<file path="config.mk">
export PLATFORM = sky130hd
export DESIGN_NAME = loop_addr_gen_flat
export DESIGN_NICKNAME = d
export VERILOG_FILES = /design/src/rtl/loop_addr_gen_if.sv /design/src/rtl/loop_addr_gen.sv /design/src/flat_wrapper.sv
export SDC_FILE = /design/constraint.sdc
export NUM_CORES = 1
export LEC_CHECK = 0
export ABC_CLOCK_PERIOD_IN_PS = 17200
export BUFFER_PORTS_ARGS = -buffer_cell sky130_fd_sc_hd__buf_2
export CORE_UTILIZATION = 50
export DETAILED_ROUTE_END_ITERATION = 8
export PLACE_DENSITY = 0.65
export SYNTH_ARGS = -nofsm -noshare
export SYNTH_HDL_FRONTEND = slang
export SYNTH_SLANG_ARGS = --single-unit
</file>
<file path="constraint.sdc">
create_clock -name i_clk -period 17.2 [get_ports i_clk]
set_input_delay 1.72 -clock i_clk [delete_from_list [all_inputs] [get_ports i_clk]]
set_output_delay 1.72 -clock i_clk [all_outputs]
set_load 0.02 [all_outputs]
</file>
<file path="src/rtl/loop_addr_gen_if.sv">
// loop_addr_gen_if: start/job, counter-side and address-stream signals of the loop address generator
interface loop_addr_gen_if #(
    parameter int NDEPTH   = 3,
    parameter int IDXMAXDW = 11,
    parameter int STRIDEDW = 16,
    parameter int ADDRDW   = 16
);
    logic                               start;
    logic [ADDRDW-1:0]                  base;
    logic [NDEPTH-1:0][STRIDEDW-1:0]    stride;
    logic [NDEPTH-1:0][IDXMAXDW-1:0]    loop_idx;
    logic [NDEPTH-1:0]                  loop_end;
    logic [2:0]                         ctl;
    logic [ADDRDW-1:0]                  addr;
    logic                               addr_last;
    logic                               addr_val;
    logic                               addr_rdy;
    logic                               busy;
    logic                               done;
    modport master (
        input  start, base, stride, loop_idx, loop_end, addr_rdy,
        output ctl, addr, addr_last, addr_val, busy, done
    );
    modport slave (
        output start, base, stride, loop_idx, loop_end, addr_rdy,
        input  ctl, addr, addr_last, addr_val, busy, done
    );
endinterface

</file>
<file path="src/rtl/loop_addr_gen.sv">
// loop_addr_gen: drives a nested LoopCounter and streams base + sum((idx_i-1)*stride_i) per loop point
module loop_addr_gen #(
    parameter int NDEPTH   = 3,
    parameter int IDXMAXDW = 11,
    parameter int STRIDEDW = 16,
    parameter int ADDRDW   = 16
) (
    input logic             i_clk,
    input logic             i_rst,
    loop_addr_gen_if.master bus
);
    localparam int PW = IDXMAXDW + STRIDEDW;
    typedef enum logic [2:0] {IDLE, INIT, RUN, DRAIN, DONE} state_t;
    state_t                          state_q, state_d;
    logic [ADDRDW-1:0]               base_q, base_d, addr_q, addr_d, offset;
    logic [NDEPTH-1:0][STRIDEDW-1:0] stride_q, stride_d;
    logic                            val_q, val_d, last_q, last_d, done_q, done_d;
    logic                            load, all_end;
    logic [PW-1:0]                   prod;
    logic [2:0]                      ctl;
    assign all_end = &bus.loop_end;
    assign load    = (state_q == RUN) && (!val_q || bus.addr_rdy);
    // an index of 0 saturates to a zero term instead of underflowing
    always_comb begin
        offset = '0;
        prod   = '0;
        for (int i = 0; i < NDEPTH; i++) begin
            prod   = (bus.loop_idx[i] == '0) ? '0 :
                     PW'(bus.loop_idx[i] - IDXMAXDW'(1)) * PW'(stride_q[i]);
            offset = offset + ADDRDW'(prod);
        end
    end
    always_comb begin
        state_d  = state_q;
        base_d   = base_q;
        stride_d = stride_q;
        addr_d   = addr_q;
        val_d    = val_q;
        last_d   = last_q;
        done_d   = (state_q == DONE);
        ctl      = 3'b000;
        case (state_q)
            IDLE: if (bus.start) begin
                base_d   = bus.base;
                stride_d = bus.stride;
                state_d  = INIT;
            end
            INIT: begin
                ctl     = 3'b101;
                state_d = RUN;
            end
            RUN: if (load) begin
                addr_d  = base_q + offset;
                val_d   = 1'b1;
                last_d  = all_end;
                ctl     = all_end ? 3'b000 : 3'b110;
                state_d = all_end ? DRAIN : RUN;
            end
            DRAIN: if (bus.addr_rdy && val_q) begin
                val_d   = 1'b0;
                state_d = DONE;
            end
            DONE:    state_d = IDLE;
            default: state_d = IDLE;
        endcase
    end
    always_ff @(posedge i_clk or posedge i_rst) begin
        if (i_rst) begin
            state_q  <= IDLE;
            base_q   <= '0;
            stride_q <= '0;
            addr_q   <= '0;
            val_q    <= 1'b0;
            last_q   <= 1'b0;
            done_q   <= 1'b0;
        end else begin
            state_q  <= state_d;
            base_q   <= base_d;
            stride_q <= stride_d;
            addr_q   <= addr_d;
            val_q    <= val_d;
            last_q   <= last_d;
            done_q   <= done_d;
        end
    end
    assign bus.ctl       = ctl;
    assign bus.addr      = addr_q;
    assign bus.addr_val  = val_q;
    assign bus.addr_last = last_q;
    assign bus.busy      = (state_q != IDLE);
    assign bus.done      = done_q;
endmodule

</file>
<file path="src/flat_wrapper.sv">
// flat-port wrapper written by rule: the top's interface ports become plain ports
module loop_addr_gen_flat 
#(
    parameter int NDEPTH   = 3,
    parameter int IDXMAXDW = 11,
    parameter int STRIDEDW = 16,
    parameter int ADDRDW   = 16
)
  (i_clk, i_rst, bus_start, bus_base, bus_stride, bus_loop_idx, bus_loop_end, bus_addr_rdy, bus_ctl, bus_addr, bus_addr_last, bus_addr_val, bus_busy, bus_done);
  loop_addr_gen_if #(.NDEPTH(NDEPTH), .IDXMAXDW(IDXMAXDW), .STRIDEDW(STRIDEDW), .ADDRDW(ADDRDW)) bus_i ();
  input logic i_clk;
  input logic i_rst;
  input wire logic [$bits(bus_i.start)-1:0] bus_start;
  input wire logic [$bits(bus_i.base)-1:0] bus_base;
  input wire logic [$bits(bus_i.stride)-1:0] bus_stride;
  input wire logic [$bits(bus_i.loop_idx)-1:0] bus_loop_idx;
  input wire logic [$bits(bus_i.loop_end)-1:0] bus_loop_end;
  input wire logic [$bits(bus_i.addr_rdy)-1:0] bus_addr_rdy;
  output wire logic [$bits(bus_i.ctl)-1:0] bus_ctl;
  output wire logic [$bits(bus_i.addr)-1:0] bus_addr;
  output wire logic [$bits(bus_i.addr_last)-1:0] bus_addr_last;
  output wire logic [$bits(bus_i.addr_val)-1:0] bus_addr_val;
  output wire logic [$bits(bus_i.busy)-1:0] bus_busy;
  output wire logic [$bits(bus_i.done)-1:0] bus_done;
  assign bus_i.start = bus_start;
  assign bus_i.base = bus_base;
  assign bus_i.stride = bus_stride;
  assign bus_i.loop_idx = bus_loop_idx;
  assign bus_i.loop_end = bus_loop_end;
  assign bus_i.addr_rdy = bus_addr_rdy;
  assign bus_ctl = bus_i.ctl;
  assign bus_addr = bus_i.addr;
  assign bus_addr_last = bus_i.addr_last;
  assign bus_addr_val = bus_i.addr_val;
  assign bus_busy = bus_i.busy;
  assign bus_done = bus_i.done;
  loop_addr_gen #(.NDEPTH(NDEPTH), .IDXMAXDW(IDXMAXDW), .STRIDEDW(STRIDEDW), .ADDRDW(ADDRDW)) u_core (.i_clk(i_clk), .i_rst(i_rst), .bus(bus_i));
endmodule
</file>
==> results of run 1 <==
[worst min path at each step]
| stage | start | to | slack [ns] | cells past startpoint |
|---|---|---|---|---|
| finish | u_core.bus.addr[10] | u_core.bus.addr[10] | 0.49 | 2 |
| detailed placement | u_core.bus.addr[3] | u_core.bus.addr[3] | 0.47 | 2 |
| global route | u_core.bus.addr[2] | u_core.bus.addr[2] | 0.51 | 2 |
| CTS | u_core.bus.addr[7] | u_core.bus.addr[7] | 0.49 | 2 |
| global placement | u_core.bus.addr[10] | u_core.bus.addr[10] | 0.46 | 2 |
| floorplan | u_core.state_q[2] | u_core.state_q[0] | 0.46 | 1 |
[per-stage QoR]
| step | std cells | hold slack [ns] | util (%) | setup WS (ns) |
|---|---|---|---|---|
| 6_report | 2453 | 0.488 | 55.2 | 6.65 |
| 5_1_grt | 2453 | 0.510 | 55.2 | 6.09 |
| 4_1_cts | 2453 | 0.494 | 55.2 | 6.73 |
| 3_5_place_dp | 2437 | 0.473 | 54.2 | 6.35 |
| 3_3_place_gp | 2437 | 0.465 | 54.2 | 6.56 |
| 2_1_floorplan | 1917 | 0.460 | - | 7.05 |
[cells in the final DEF, fill, tap and decap left out, types with 34 or more instances in the layout]
cell       n
dfrtp_1   86
nor2b_1   78
inv_1    448
o21ai_0   34
fa_1     270
buf_2    126
xor2_1    37
and2_1   129
ha_1     165
a21oi_1   36
mux2_2    62
nand2_1  217
xnor2_1   79
nor2_1    50
[kinds of logic (layout without fill, tap and decap cells)]
kind of cell    Yosys count  count (layout)
compound gates          124             124
simple gates            563             563
xor+xnor                129             129
buf+inv                 514             602
mux                      66              66
fa+ha+maj               435             435
flops                    86              86
[layout make-up]
cell class	count	area [sq um]	area share [%]
Inverter	449	1690	9.06
Sequential cell	86	2150	11.5
Clock inverter	6	91.3	0.490
Multi-Input combinational cell	1317	13200	70.8
Tap cell	448	561	3.01
Timing Repair Buffer	137	713	3.83
Clock buffer	10	239	1.28
[registers in the layout, indices dropped and copies added (netlist names)]
register and count:
u_core.bus.addr 16, u_core.state_q 3, u_core.bus.addr_last 1, u_core.bus.done 1
u_core.stride_q 48, u_core.bus.addr_val 1, u_core.base_q 16
[critical path, delay by kind of cell]
kind,cells,cell delay (ns)
adder cells (fa/ha/maj),11,4.41
AND/OR/NAND/NOR,5,1.37
XOR/XNOR,3,1.30
AO/OA/AOI/OAI,6,1.06
buffers and inverters,8,0.70
multiplexers,1,0.26
[metal layers]
layer | wire length, um | track usage [%]
met5 | 0 | 0
met3 | 2180 | 4.21
met2 | 18900 | 41.4
met4 | 722 | 5.00
met1 | 18100 | 32.9
==> impl_metrics.csv, run 1 <==
group,metric,value,unit
clock_tree,cts_tree,"done",
critical_path,crit_path_end,"u_core.bus.addr[15]",
placement,port_buffers,126,
cells_and_area,nFillCells,3110,
drt,route.vias.total,12500,
placement,gp_congestion,0.919,
drt,vias_per_cell,5.11,
timing,fmax,94.7,MHz
grt,grt_max_degree,67,
synthesis,ys_seq_elements,86,
placement,dp_hpwl,33200,um
floorplan,coreArea,33800,sq um
clock_tree,clock_latency,0.37,ns
clock_tree,numCtsBuffers,9,
run,maxCapViolations,0,
synthesis,yosysWarnings,0,
clock_tree,clockRootBuffer,"clkbuf_16",
grt,grt.total_usage,24.4,%
floorplan,die_h,188,um
critical_path,critPathSlowestCell,"xnor2_1",
critical_path,path_class,"primary input to flop",
drt,firstDrtPassIters,6,
timing,slew_headroom,21.0,%
cells_and_area,antenna_cells,0,
synthesis,yosys-top-cells-area,"fa_1 31%, dfrtp_1 12%, ha_1 12%",
clock_tree,clk_pin_slew,0.08,ns
floorplan,die_w,188,um
synthesis,synth_simple_gate_area_share,16.8,%
drt,post-route-drc-count,0,
grt,antenna_found_initial,0,
clock_tree,clock_sinks,86,
synthesis,synth-edff-count,0,
synthesis,synth_top_area_share,31.3,%
clock_tree,clk_path_buf_depth,2,
placement,placed_cell_area,18300,sq um
synthesis,synthTopCellsByCount,"449 x inv_1, 270 x fa_1, 217 x nand2_1",
cells_and_area,drive_above_1_share,11.6,%
synthesis,yosysUniqueCellTypes,57,
timing,hold_viol,0,
synthesis,synth_top_family_by_area,"adder cells",
critical_path,required,17.46,ns
synthesis,yosysMostFrequentCell,"inv_1",
synthesis,synth_area,17300,sq um
drt,wl_per_cell,16.3,um
synthesis,syn_nets,2456,
cells_and_area,syn_to_final_growth,7.83,%
timing,finalSetupViolCount,0,
min_path,hold_class,"flop to flop",
synthesis,synthAdderAreaFrac,43.2,%
floorplan,start_util,51.2,%
synthesis,syn_inst,1917,
clock_tree,htreeDepth,3,
clock_tree,post-cts-setup-buffers,0,
drt,first_iter_violations,648,
synthesis,synth_mux_area_share,4.27,%
drt,ant_nets,0,
critical_path,cp-end-kind,"flop",
synthesis,synth-xor-area-share,7.57,%
grt,grt_overflow,0,
synthesis,ys_seq_area_share,12.5,%
critical_path,rr_worst_depth,27,
timing,layout_min_cycle_time,10.55,ns
grt,grt_pass1_vias,13600,
status,status,"finished, final reports clean",
floorplan,rows,67,
synthesis,ys_async_sr_fraction,100,%
timing,rsz0062_at_grt,"no",
critical_path,startpoint,"bus_loop_idx[22]",
timing,final_max_slew_viol_count,0,
critical_path,cp.arrival,10.82,ns
synthesis,synth_compound_area_share,4.44,%
clock_tree,cts_resized,0,
drt,wl,40000,um
critical_path,r2r_start,"u_core.stride_q[36]",
floorplan,pin_count,127,
timing,fin_skew,0.0219,ns
critical_path,crit_path_max_incr_delay,0.81,ns
grt,grt_first_pass_wirelength,68600,um
clock_tree,cts_hold_buf,0,
floorplan,die_area,35300,sq um
cells_and_area,fin_nets,2539,
critical_path,crit_fanout,16,
critical_path,cp-start-kind,"primary input",
critical_path,reg2reg_slack,9.48,ns
synthesis,synthFlopType,"dfrtp_1",
critical_path,r2r-end,"u_core.bus.addr[15]",
timing,tns,0,ns
synthesis,syn_area_per_cell,9.02,sq um
timing,worst_slew_pin_slew,1.18,ns
synthesis,synth_top_area_cell,"fa_1",
timing,finalCritPeriodShare,61.4,%
cells_and_area,final_area,18600,sq um
Power of run 1 is left out: the tool's default activity adds up to more than one toggle a clock period on the data nets, which glitch-free logic cannot reach.
==> run 2, diff against run 1 <==
Settings changed: ABC_CLOCK_PERIOD_IN_PS 17200 to 10120.
Clock period 17.2 ns to 10.12 ns, I/O delays scaled along.
==> run 2 against run 1 <==
Effect of this change:
- final area grew 0.78%
- non-clock buffer count is 20 higher
- clock-buffer cell count unchanged
- first-iteration DRC count up 7.7%
- register-to-register slack worse by 7.3 ns
- setup slack lost 5.9 ns
- clock skew rose by 0.0076 ns
- utilization grew 0.43 points
- global-route usage is 0.32 points higher
- critical path depth fell by 2
- flip-flop and latch count unchanged
==> impl_metrics.csv, run 2 (synthesis gave the netlist of run 1 again) <==
group,metric,value,unit
placement,gp_congestion,0.989,
clock_tree,cts_hold_buf,0,
clock_tree,cts_resized,0,
grt,grt_overflow,0,
floorplan,start_util,51.2,%
drt,vias_per_cell,5.09,
clock_tree,post-cts-setup-buffers,0,
critical_path,cp-start-kind,"primary input",
critical_path,cp.arrival,9.65,ns
grt,top_usage_layer,"met2",
floorplan,pin_count,127,
floorplan,die_area,35300,sq um
clock_tree,cts_tree,"done",
drt,firstDrtPassIters,5,
grt,grt.total_usage,24.8,%
cells_and_area,syn_to_final_growth,8.67,%
cells_and_area,drive_above_1_share,12.4,%
critical_path,required,10.39,ns
min_path,hold_class,"flop to flop",
critical_path,rr_worst_depth,26,
clock_tree,clock_sinks,86,
cells_and_area,multi_input_area,13200,sq um
timing,setup_ws,0.733,ns
floorplan,coreArea,33800,sq um
cells_and_area,fin_nets,2559,
cells_and_area,final_cell_mix,"448 x inv_1, 270 x fa_1, 217 x nand2_1",
critical_path,cp_num_buf_inv,9,
cells_and_area,nFillCells,3134,
timing,rsz0062_at_grt,"no",
critical_path,critPathTopFamily,"adder cells",
timing,slew_headroom,23.3,%
timing,fin_skew,0.0295,ns
grt,antenna_found_initial,2,
clock_tree,clk_path_buf_depth,2,
cells_and_area,largest_reg_flops,48,
clock_tree,clock_latency,0.37,ns
placement,placed_cell_area,18500,sq um
cells_and_area,seqCellArea,2150,sq um
cells_and_area,final_common_cell,"inv_1",
timing,tns,0,ns
placement,port_buffers,126,
cells_and_area,final_area,18800,sq um
grt,gr-usage-met1,32.9,%
clock_tree,numCtsBuffers,9,
placement,dpl_worst_slack,0.317,ns
floorplan,die_h,188,um
clock_tree,clk_pin_slew,0.09,ns
placement,dp_hpwl,33900,um
grt,use_met2,42.0,%
drt,first_iter_violations,698,
timing,worst_slew_pin_slew,1.15,ns
drt,wl,40500,um
timing,final_max_slew_viol_count,0,
timing,finalSetupViolCount,0,
drt,route.vias.total,12600,
timing,finalCritPeriodShare,92.8,%
status,status,"finished, final reports clean",
min_path,worstHoldEndpoint,"u_core.bus.addr[5]",
cells_and_area,regMostFlops,"u_core.stride_q",
drt,ant_nets,0,
drt,wl_per_cell,16.4,um
grt,grt_pass1_vias,13800,
critical_path,critPathSlowestCell,"or4b_1",
critical_path,crit_fanout,7,
critical_path,crit_path_max_incr_delay,0.57,ns
critical_path,path_class,"primary input to flop",
min_path,min_from,"u_core.bus.addr[5]",
critical_path,r2r-end,"u_core.bus.addr[15]",
grt,globalRouteMet3Util,4.72,%
critical_path,cp-end-kind,"flop",
critical_path,r2r_start,"u_core.stride_q[33]",
grt,grt_first_pass_wirelength,69100,um
timing,hold_viol,0,
floorplan,rows,67,
critical_path,reg2reg_slack,2.20,ns
drt,post-route-drc-count,0,
min_path,min_path_cells,2,
floorplan,die_w,188,um
timing,layout_min_cycle_time,9.39,ns
clock_tree,clockRootBuffer,"clkbuf_16",
run,maxCapViolations,0,
timing,fmax,107,MHz
clock_tree,htreeDepth,3,
grt,grt_max_degree,57,
-- run 2: area by class of cell --
class,instances,share of cell area [%]
antenna,2,0.0266
clock inverter,6,0.486
tap,448,2.98
clock buffer,10,1.22
sequential,86,11.5
inverter,449,8.99
timing repair buffer,157,4.60
multi-input combinational,1317,70.2
-- run 2: worst register-to-register path: cells and delay by family (launching register included) --
kind	cells	cell delay (ns)
adders and majority gates	10	4.61
DFF	1	0.72
and+or+nand+nor	3	0.70
AOI/OAI and AO/OA	3	0.68
xor gates and xnor gates	2	0.50
buffers and inverters	7	0.35
muxes	1	0.26
-- run 2: routing by layer --
layer / share of wire, % / wire, um / up-vias
li1: - / - / 5965
met1: 45 / 18100 / 6241
met2: 47 / 19200 / 330
met3: 6.0 / 2430 / 52
met4: 1.9 / 767 / 0
met5: 0 / 0 / -
-- run 2: through the flow --
| stage | hold slack, ns | util [%] | instances |
|---|---|---|---|
| floorplan | 0.460 | - | 1917 |
| global placement | 0.464 | 54.6 | 2457 |
| detailed placement | 0.470 | 54.6 | 2457 |
| CTS | 0.486 | 55.6 | 2473 |
| global route | 0.517 | 55.6 | 2473 |
| finish | 0.486 | 55.6 | 2475 |
-- run 2: how the worst max path moves through the flow --
stage | startpoint | to | depth (start not counted)
2_1_floorplan | bus_loop_idx[0] | u_core.bus.addr[15] | 33
3_3_place_gp | bus_loop_idx[0] | u_core.bus.addr[15] | 32
3_5_place_dp | bus_loop_idx[0] | u_core.bus.addr[15] | 32
4_1_cts | bus_loop_idx[0] | u_core.bus.addr[15] | 32
5_1_grt | bus_loop_idx[0] | u_core.bus.addr[15] | 32
6_report | bus_loop_idx[0] | u_core.bus.addr[15] | 32
Power of run 2 is left out for the same reason.
==> run 3, diff against run 2 <==
Settings changed: PLACE_DENSITY 0.65 to 0.7.
==> run 3 against run 2 <==
Effect of this change:
- via count rose by 0.76%
- hold slack got worse by 0.0022 ns
- final cell count fell by 0.24%
- sequential share of layout area barely moved
- first-iteration DRC count rose by 6.3%
- routed wire length fell by 0.67%
- clock-buffer cell count did not move
- final area fell by 0.25%
- flip-flop and latch count did not move
- register-to-register slack barely moved
- die area did not move
- setup slack got worse by 0.16 ns
- critical path type unchanged
- highest routed layer unchanged
==> impl_metrics.csv, run 3 (synthesis gave the netlist of run 1 again) <==
group,metric,value,unit
cells_and_area,drive_above_1_share,12.3,%
clock_tree,htreeDepth,3,
clock_tree,clockRootBuffer,"clkbuf_16",
clock_tree,post-cts-setup-buffers,0,
timing,layout_min_cycle_time,9.55,ns
critical_path,critPathSlowestCell,"or4_1",
drt,post-route-drc-count,0,
cells_and_area,stdcell_count,2469,
critical_path,crit_top_cell,"fa_1",
floorplan,die_h,188,um
cells_and_area,final_common_cell,"inv_1",
clock_tree,clock_latency,0.39,ns
cells_and_area,final_cell_mix,"448 x inv_1, 270 x fa_1, 217 x nand2_1",
drt,wl_per_cell,16.3,um
timing,tns,0,ns
timing,finalCritPeriodShare,94.4,%
placement,port_buffers,126,
drt,wl,40300,um
drt,route.vias.total,12700,
floorplan,pin_count,127,
grt,antenna_found_initial,1,
clock_tree,clk_path_buf_depth,2,
critical_path,critPathTopFamily,"adder cells",
grt,grt.total_usage,24.6,%
drt,vias_per_cell,5.14,
cells_and_area,fin_util,55.5,%
timing,rsz0062_at_grt,"no",
critical_path,required,10.39,ns
cells_and_area,largest_reg_flops,48,
min_path,hold_class,"flop to flop",
placement,dp_hpwl,32800,um
timing,finalSetupViolCount,0,
clock_tree,cts_resized,0,
placement,placedCellCount,2452,
grt,grt_max_degree,71,
cells_and_area,fin_nets,2554,
floorplan,coreArea,33800,sq um
critical_path,cp.arrival,9.82,ns
floorplan,rows,67,
cells_and_area,syn_to_final_growth,8.40,%
drt,ant_nets,0,
grt,grt_overflow,0,
clock_tree,cts_tree,"done",
clock_tree,clock_sinks,86,
grt,grt_first_pass_wirelength,68300,um
timing,worst_slew_pin_slew,1.20,ns
timing,hold_viol,0,
timing,fin_skew,0.0160,ns
clock_tree,clk_pin_slew,0.07,ns
clock_tree,cts_hold_buf,0,
floorplan,die_w,188,um
critical_path,path_class,"primary input to flop",
grt,grt_pass1_vias,13600,
timing,slew_headroom,19.9,%
floorplan,start_util,51.2,%
status,status,"finished, final reports clean",
run,maxCapViolations,0,
critical_path,crit_path_max_incr_delay,0.67,ns
drt,first_iter_violations,742,
critical_path,cp-end-kind,"flop",
clock_tree,numCtsBuffers,9,
critical_path,cp_num_buf_inv,8,
cells_and_area,regMostFlops,"u_core.stride_q",
critical_path,cp-start-kind,"primary input",
timing,fmax,105,MHz
floorplan,die_area,35300,sq um
timing,final_max_slew_viol_count,0,
placement,gp_congestion,0.886,
drt,firstDrtPassIters,7,
critical_path,crit_fanout,7,
-- run 3: layout make-up --
class	instances	area, sq um
Inverter	449	1690
Fill cell	3001	15000
Timing Repair Buffer	152	826
Antenna cell	1	2.50
Tap cell	448	561
Clock buffer	10	239
Clock inverter	6	75.1
Sequential cell	86	2150
Multi-Input combinational cell	1317	13200
-- run 3: worst paths after layout --
check | from | endpoint | slack [ns] | cells after the start
max | bus_loop_idx[22] | u_core.bus.addr[15] | 0.57 | 30
max in group asynchronous | i_rst | u_core.bus.addr[12] | 8.37 | 3
min | u_core.bus.addr[8] | u_core.bus.addr[8] | 0.48 | 2
max reg2reg | u_core.stride_q[35] | u_core.bus.addr[15] | 2.20 | 28
min reg2reg | u_core.bus.addr[8] | u_core.bus.addr[8] | 0.48 | 2
min in group asynchronous | i_rst | u_core.stride_q[45] | 0.62 | 2
-- run 3: per-layer routing --
| metal | routed length (um) | share of wire (%) | vias to the layer above | track usage, % |
|---|---|---|---|---|
| met2 | 19100 | 47 | 380 | 41.1 |
| li1 | - | - | 5972 | - |
| met3 | 2600 | 6.5 | 70 | 4.64 |
| met5 | 0 | 0 | - | 0 |
| met4 | 1110 | 2.8 | 0 | 8.07 |
| met1 | 17500 | 43 | 6262 | 32.1 |
-- run 3: through the flow --
stage,worst slack [ns],hold WS (ns),cell area [sq um]
final,0.569,0.483,18700
after CTS,0.645,0.486,18700
after detailed placement,0.238,0.469,18400
after global placement,0.353,0.466,18400
after floorplan,0.677,0.460,17300
after global routing,0.206,0.518,18700
-- run 3: worst min-delay path, cell delays in order (launching register included) --
cell,delay [ns]
dfrtp_1,0.34
nand2_1,0.04
o21ai_0,0.06
Power of run 3 is left out for the same reason.
